### config.mk
export PLATFORM = sky130hd
export DESIGN_NAME = req_priority_encoder
export DESIGN_NICKNAME = d
export VERILOG_FILES = /design/src/rtl/req_priority_encoder_pkg.sv /design/src/rtl/req_priority_encoder_prio_pick.sv /design/src/rtl/req_priority_encoder.sv
export SDC_FILE = /design/constraint.sdc
export NUM_CORES = 1
export LEC_CHECK = 0
export CAP_MARGIN = 20
export CELL_PAD_IN_SITES_DETAIL_PLACEMENT = 1
export CELL_PAD_IN_SITES_GLOBAL_PLACEMENT = 2
export CORE_MARGIN = 3
export CORE_UTILIZATION = 33
export CTS_BUF_LIST = sky130_fd_sc_hd__clkbuf_8
export DETAILED_ROUTE_END_ITERATION = 10
export GPL_ROUTABILITY_DRIVEN = 0
export PLACE_DENSITY = 0.95
export SLEW_MARGIN = 20
export SYNTH_ARGS = -nofsm -noshare
export SYNTH_HDL_FRONTEND = slang
export SYNTH_SLANG_ARGS = --single-unit
### constraint.sdc
create_clock -name clk -period 4.2 [get_ports clk]
set_input_delay 1.05 -clock clk [delete_from_list [all_inputs] [get_ports clk]]
set_output_delay 1.05 -clock clk [all_outputs]
set_load 0.01 [all_outputs]
### src/rtl/req_priority_encoder_pkg.sv
// Shared definitions for the request priority encoder.
// Optional round-robin priority is enabled with REQ_PRIORITY_ENCODER_RR_EN.
package req_enc_pkg;

  localparam int N_DEF = 4;
  localparam int W_DEF = $clog2(N_DEF);

  typedef enum logic {
    IDLE = 1'b0,
    HOLD = 1'b1
  } state_t;

  // One-hot of an index; callers truncate to their own request width (N <= 32).
  function automatic logic [31:0] onehot(input logic [4:0] idx);
    return 32'd1 << idx;
  endfunction

endpackage

### src/rtl/req_priority_encoder_prio_pick.sv
// Combinational picker: first set bit of vec, searching upward from base with
// wrap-around. base=0 gives plain lowest-index priority.
module prio_pick #(
  parameter int N = 4,
  localparam int W = $clog2(N)
) (
  input  logic [N-1:0] vec,
  input  logic [W-1:0] base,
  output logic [W-1:0] idx,
  output logic         any
);

  logic [W-1:0] pos;
  logic         found;

  // Scan N positions starting at base; W-bit addition wraps modulo N.
  always_comb begin
    idx   = '0;
    any   = |vec;
    found = 1'b0;
    pos   = '0;
    for (int i = 0; i < N; i++) begin
      pos = base + W'(i);
      if (!found && vec[pos]) begin
        idx   = pos;
        found = 1'b1;
      end
    end
  end

endmodule

### src/rtl/req_priority_encoder.sv
// Registered request encoder: latches request pulses into a pending register
// and issues one binary index at a time over a valid/ready handshake.
// Define REQ_PRIORITY_ENCODER_RR_EN for round-robin priority; otherwise the
// lowest pending index always wins.
//
// state | meaning
// IDLE  | output slot empty, enc_valid=0
// HOLD  | output slot holds enc_idx, enc_valid=1
module req_priority_encoder
  import req_enc_pkg::*;
#(
  parameter int N     = N_DEF,
  parameter int CNT_W = 8,
  localparam int W    = $clog2(N)
) (
  input  logic             clk,
  input  logic             rst_n,
  input  logic [N-1:0]     req,
  output logic             enc_valid,
  input  logic             enc_ready,
  output logic [W-1:0]     enc_idx,
  output logic [N-1:0]     pending,
  output logic [CNT_W-1:0] lost_cnt
);

  state_t       state, state_nxt;
  logic         load;
  logic [W-1:0] pick_idx;
  logic         pick_any;
  logic [W-1:0] base;
  logic [N-1:0] clr_mask;
  logic         collide;

`ifdef REQ_PRIORITY_ENCODER_RR_EN
  logic [W-1:0] last_issued;

  // Remember the most recently loaded index so the search starts just past it.
  always_ff @(posedge clk or negedge rst_n) begin
    if (!rst_n)    last_issued <= W'(N - 1);
    else if (load) last_issued <= pick_idx;
  end

  assign base = last_issued + W'(1);
`else
  assign base = '0;
`endif

  prio_pick #(.N(N)) u_pick (
    .vec  (pending),
    .base (base),
    .idx  (pick_idx),
    .any  (pick_any)
  );

  // Next state and slot-load decision; a load in HOLD is the back-to-back case.
  always_comb begin
    state_nxt = state;
    load      = 1'b0;
    case (state)
      IDLE: begin
        if (pick_any) begin
          load      = 1'b1;
          state_nxt = HOLD;
        end
      end
      HOLD: begin
        if (enc_ready) begin
          if (pick_any) load = 1'b1;
          else          state_nxt = IDLE;
        end
      end
      default: state_nxt = IDLE;
    endcase
  end

  assign clr_mask  = load ? N'(onehot(5'(pick_idx))) : '0;
  assign collide   = |(req & pending & ~clr_mask);
  assign enc_valid = (state == HOLD);

  // State register.
  always_ff @(posedge clk or negedge rst_n) begin
    if (!rst_n) state <= IDLE;
    else        state <= state_nxt;
  end

  // Pending bits: new requests win over the clear of the index being loaded.
  always_ff @(posedge clk or negedge rst_n) begin
    if (!rst_n) pending <= '0;
    else        pending <= (pending & ~clr_mask) | req;
  end

  // Output slot index, held steady until the next load.
  always_ff @(posedge clk or negedge rst_n) begin
    if (!rst_n)    enc_idx <= '0;
    else if (load) enc_idx <= pick_idx;
  end

  // Saturating count of cycles where a request hit an already-pending bit.
  always_ff @(posedge clk or negedge rst_n) begin
    if (!rst_n)                          lost_cnt <= '0;
    else if (collide && lost_cnt != '1)  lost_cnt <= lost_cnt + CNT_W'(1);
  end

endmodule

==> qor.yml <==
outcome: "finished clean"
antenna_left: 0
rows: 16
drv_slew: 0
grt.total_usage: 0.148
hold_class: "register to register"
layout-drive-gt1-share: 0.144
post-route-drc-count: 0
layout_min_cycle_time_ns: 2.53
rsz0062_at_grt: "false"
die_area_um2: 2960
fill_cells: 232
cts_resized: 0
drv_cap: 0
cp.arrival_ns: 2.66
grt_overflow: 0
post-route-period-util: 0.603
seqCellArea_um2: 375
start_kind: "input pin"
worst_ir_drop_vdd_mv: 0.341
p_leak_nw: 0.442
endpoint_kind: "register"
port_buffers: 21
first_global_vias: 641
yosysWarningCount: 0
antenna_found_initial: 0
cts-root-buf: "clkbuf_8"
routed_via_density: 5.15
cts_setup_buffers: 0
cts.clk_slew.worst_paths_ns: 0.07
netSwitchingPower_uw: 190
whs_ns: 0.499
slowest_stage: "clkdlybuf4s50_1"
drtIter0Drc: 9
hold_violations: 0
multi_input_area_um2: 374
dp_hpwl_mm: 1.39
grt_pass1_wl_mm: 3.07
tightest_slew_ns: 0.671
nNetsFinal: 99
cts_hold_repair.buffers: 0
syn_inst: 66
cts_sinks: 15
stdcell_count: 117
cts-htree-levels: 1
finalSetupTns_ns: 0
cp_max_fo: 10
first_pass_iters: 4
die_w_um: 54.4
cts_tree: "done"
required_ns: 4.33
cts_max_path_buffers: 2
core-area_um2: 2080
synthesis.nets: 74
syn_avg_cell_area_um2: 11.7
powerDensity_nw_per_um2: 537
final.setup.worst_slack_ns: 1.67
grt_max_degree: 16
path_cells: "clkdlybuf4s50_1 > nor2b_4 > o21ai_4 > o221ai_4 > o2111ai_1 > mux2_1"
final_util: 0.505
combPwrFrac: 0.368
preCtsSetupSlack_ns: 1.41
dr_total_vias: 603
wl_per_cell_um: 15.5
slowest_delay_ns: 0.44
cts_buffers: 3
ys_seq_area_frac: 0.486
start_util: 0.371
final-setup-viol-count: 0
synth.distinct_cells: 27
wirelength_mm: 1.81
p_int_uw: 374
power_frac_seq: 0.421
clockPowerShare: 0.211
switching_share: 0.336
relSlewSlack: 0.551
insertion_delay_ns: 0.25
dp_cells: 113
die_h_um: 54.4
crit_family: "compound AO/OA/AOI/OAI gates"
boundaryPins: 22
ys_seq_elements: 15
areaGrowthSynthToFinish_pct: 36.1
n_antenna_cell: 0
critPathKind: "input pin to register"
skew_ns: 0.00443
crit_buf_inv: 1
max_freq_ghz: 0.395
synthesis.area_um2: 772
layout by cell type (no fill, tap or decap), types with 2 or more instances in the layout:
cell             instances
mux2_1                   2
mux2_2                   3
dfrtp_1                 15
a21o_1                   2
xnor2_1                  3
nand2_1                  6
o211ai_1                 3
o21ai_0                  2
nor2_1                   4
clkbuf_8                 3
nand2b_1                 4
inv_1                    3
o2111ai_1                2
and3_1                   2
a21oi_1                  2
clkdlybuf4s50_1         21
per-layer routing:
metal / GRT usage / routed length [µm] / up-vias
met2: 0.225 / 916 / 13
met5: 0 / 0 / -
met1: 0.197 / 798 / 297
met4: 0.0705 / 21 / 0
met3: 0.0354 / 74 / 4
li1: - / - / 289
worst paths after layout:
| kind | startpoint | end | slack [ns] | depth (start not counted) |
|---|---|---|---|---|
| setup / recovery | enc_ready | lost_cnt[6]$_DFFE_PN0P_ | 1.67 | 6 |
| hold / removal | enc_idx[1]$_DFFE_PN0N_ | enc_idx[1]$_DFFE_PN0N_ | 0.50 | 1 |
| setup reg to reg | pending[0]$_DFF_PN0_ | lost_cnt[6]$_DFFE_PN0P_ | 2.51 | 4 |
| hold reg to reg | enc_idx[1]$_DFFE_PN0N_ | enc_idx[1]$_DFFE_PN0N_ | 0.50 | 1 |
| max in group asynchronous | rst_n | pending[1]$_DFF_PN0_ | 2.56 | 1 |
| min in group asynchronous | rst_n | pending[3]$_DFF_PN0_ | 1.21 | 1 |
state kept, by name, summed over array words and instances, names as in the netlist:
register	count
lost_cnt	8
pending	4
enc_idx	2
enc_valid	1
stage by stage:
step | cell area [µm²] | power [mW]
floorplan | 772 | 0.330
global placement | 1000 | 0.433
detailed placement | 1000 | 0.449
CTS | 1050 | 0.571
global route | 1050 | 0.602
finish | 1050 | 0.564
cell families (layout without fill, tap and decap cells):
family / count (synthesis) / in the layout / share of synthesized area
AOI/OAI and AO/OA: 17 / 17 / 0.199
and+or+nand+nor: 21 / 21 / 0.162
buffers and inverters: 4 / 28 / 0.0292
DFF: 15 / 15 / 0.486
muxes: 5 / 5 / 0.0729
xor gates and xnor gates: 3 / 3 / 0.0340
adders and majority gates: 1 / 1 / 0.0162
power groups by stage:
stage               Clock (mW)  Sequential (mW)  Combinational [mW]
floorplan                    0            0.244              0.0865
global placement             0            0.233               0.200
detailed placement           0            0.239               0.209
CTS                      0.122            0.237               0.212
global route             0.130            0.245               0.227
finish                   0.119            0.237               0.208
synth_stat cells:
library cell / n / area share
nor2b_4: 1 / 0.018
ha_1: 1 / 0.016
and3_1: 2 / 0.016
o2111ai_1: 2 / 0.023
nand4_1: 1 / 0.0081
mux2_2: 3 / 0.044
a21oi_1: 2 / 0.013
dfrtp_1: 15 / 0.49
mux2_1: 2 / 0.029
buf_6: 1 / 0.015
o221ai_4: 1 / 0.034
nand2b_1: 4 / 0.032
a21o_1: 2 / 0.019
o22ai_1: 1 / 0.0081
o21ai_2: 1 / 0.011
o21ai_0: 2 / 0.013
inv_1: 3 / 0.015
nand2_1: 6 / 0.029
o21ai_4: 1 / 0.021
nor3_4: 1 / 0.021
nor2_1: 4 / 0.019
nand3_1: 1 / 0.0065
o211ai_1: 3 / 0.029
o22a_1: 1 / 0.011
and4_1: 1 / 0.011
xnor2_1: 3 / 0.034
o22ai_2: 1 / 0.016
area by class of cell:
type                            instances  share of cell area
Tap cell                               27              0.0321
Clock buffer                            3              0.0393
Timing Repair Buffer                   21               0.200
Sequential cell                        15               0.357
Clock inverter                          1             0.00476
Inverter                                3              0.0107
Multi-Input combinational cell         47               0.356
Power figures use the tool's default switching activity.
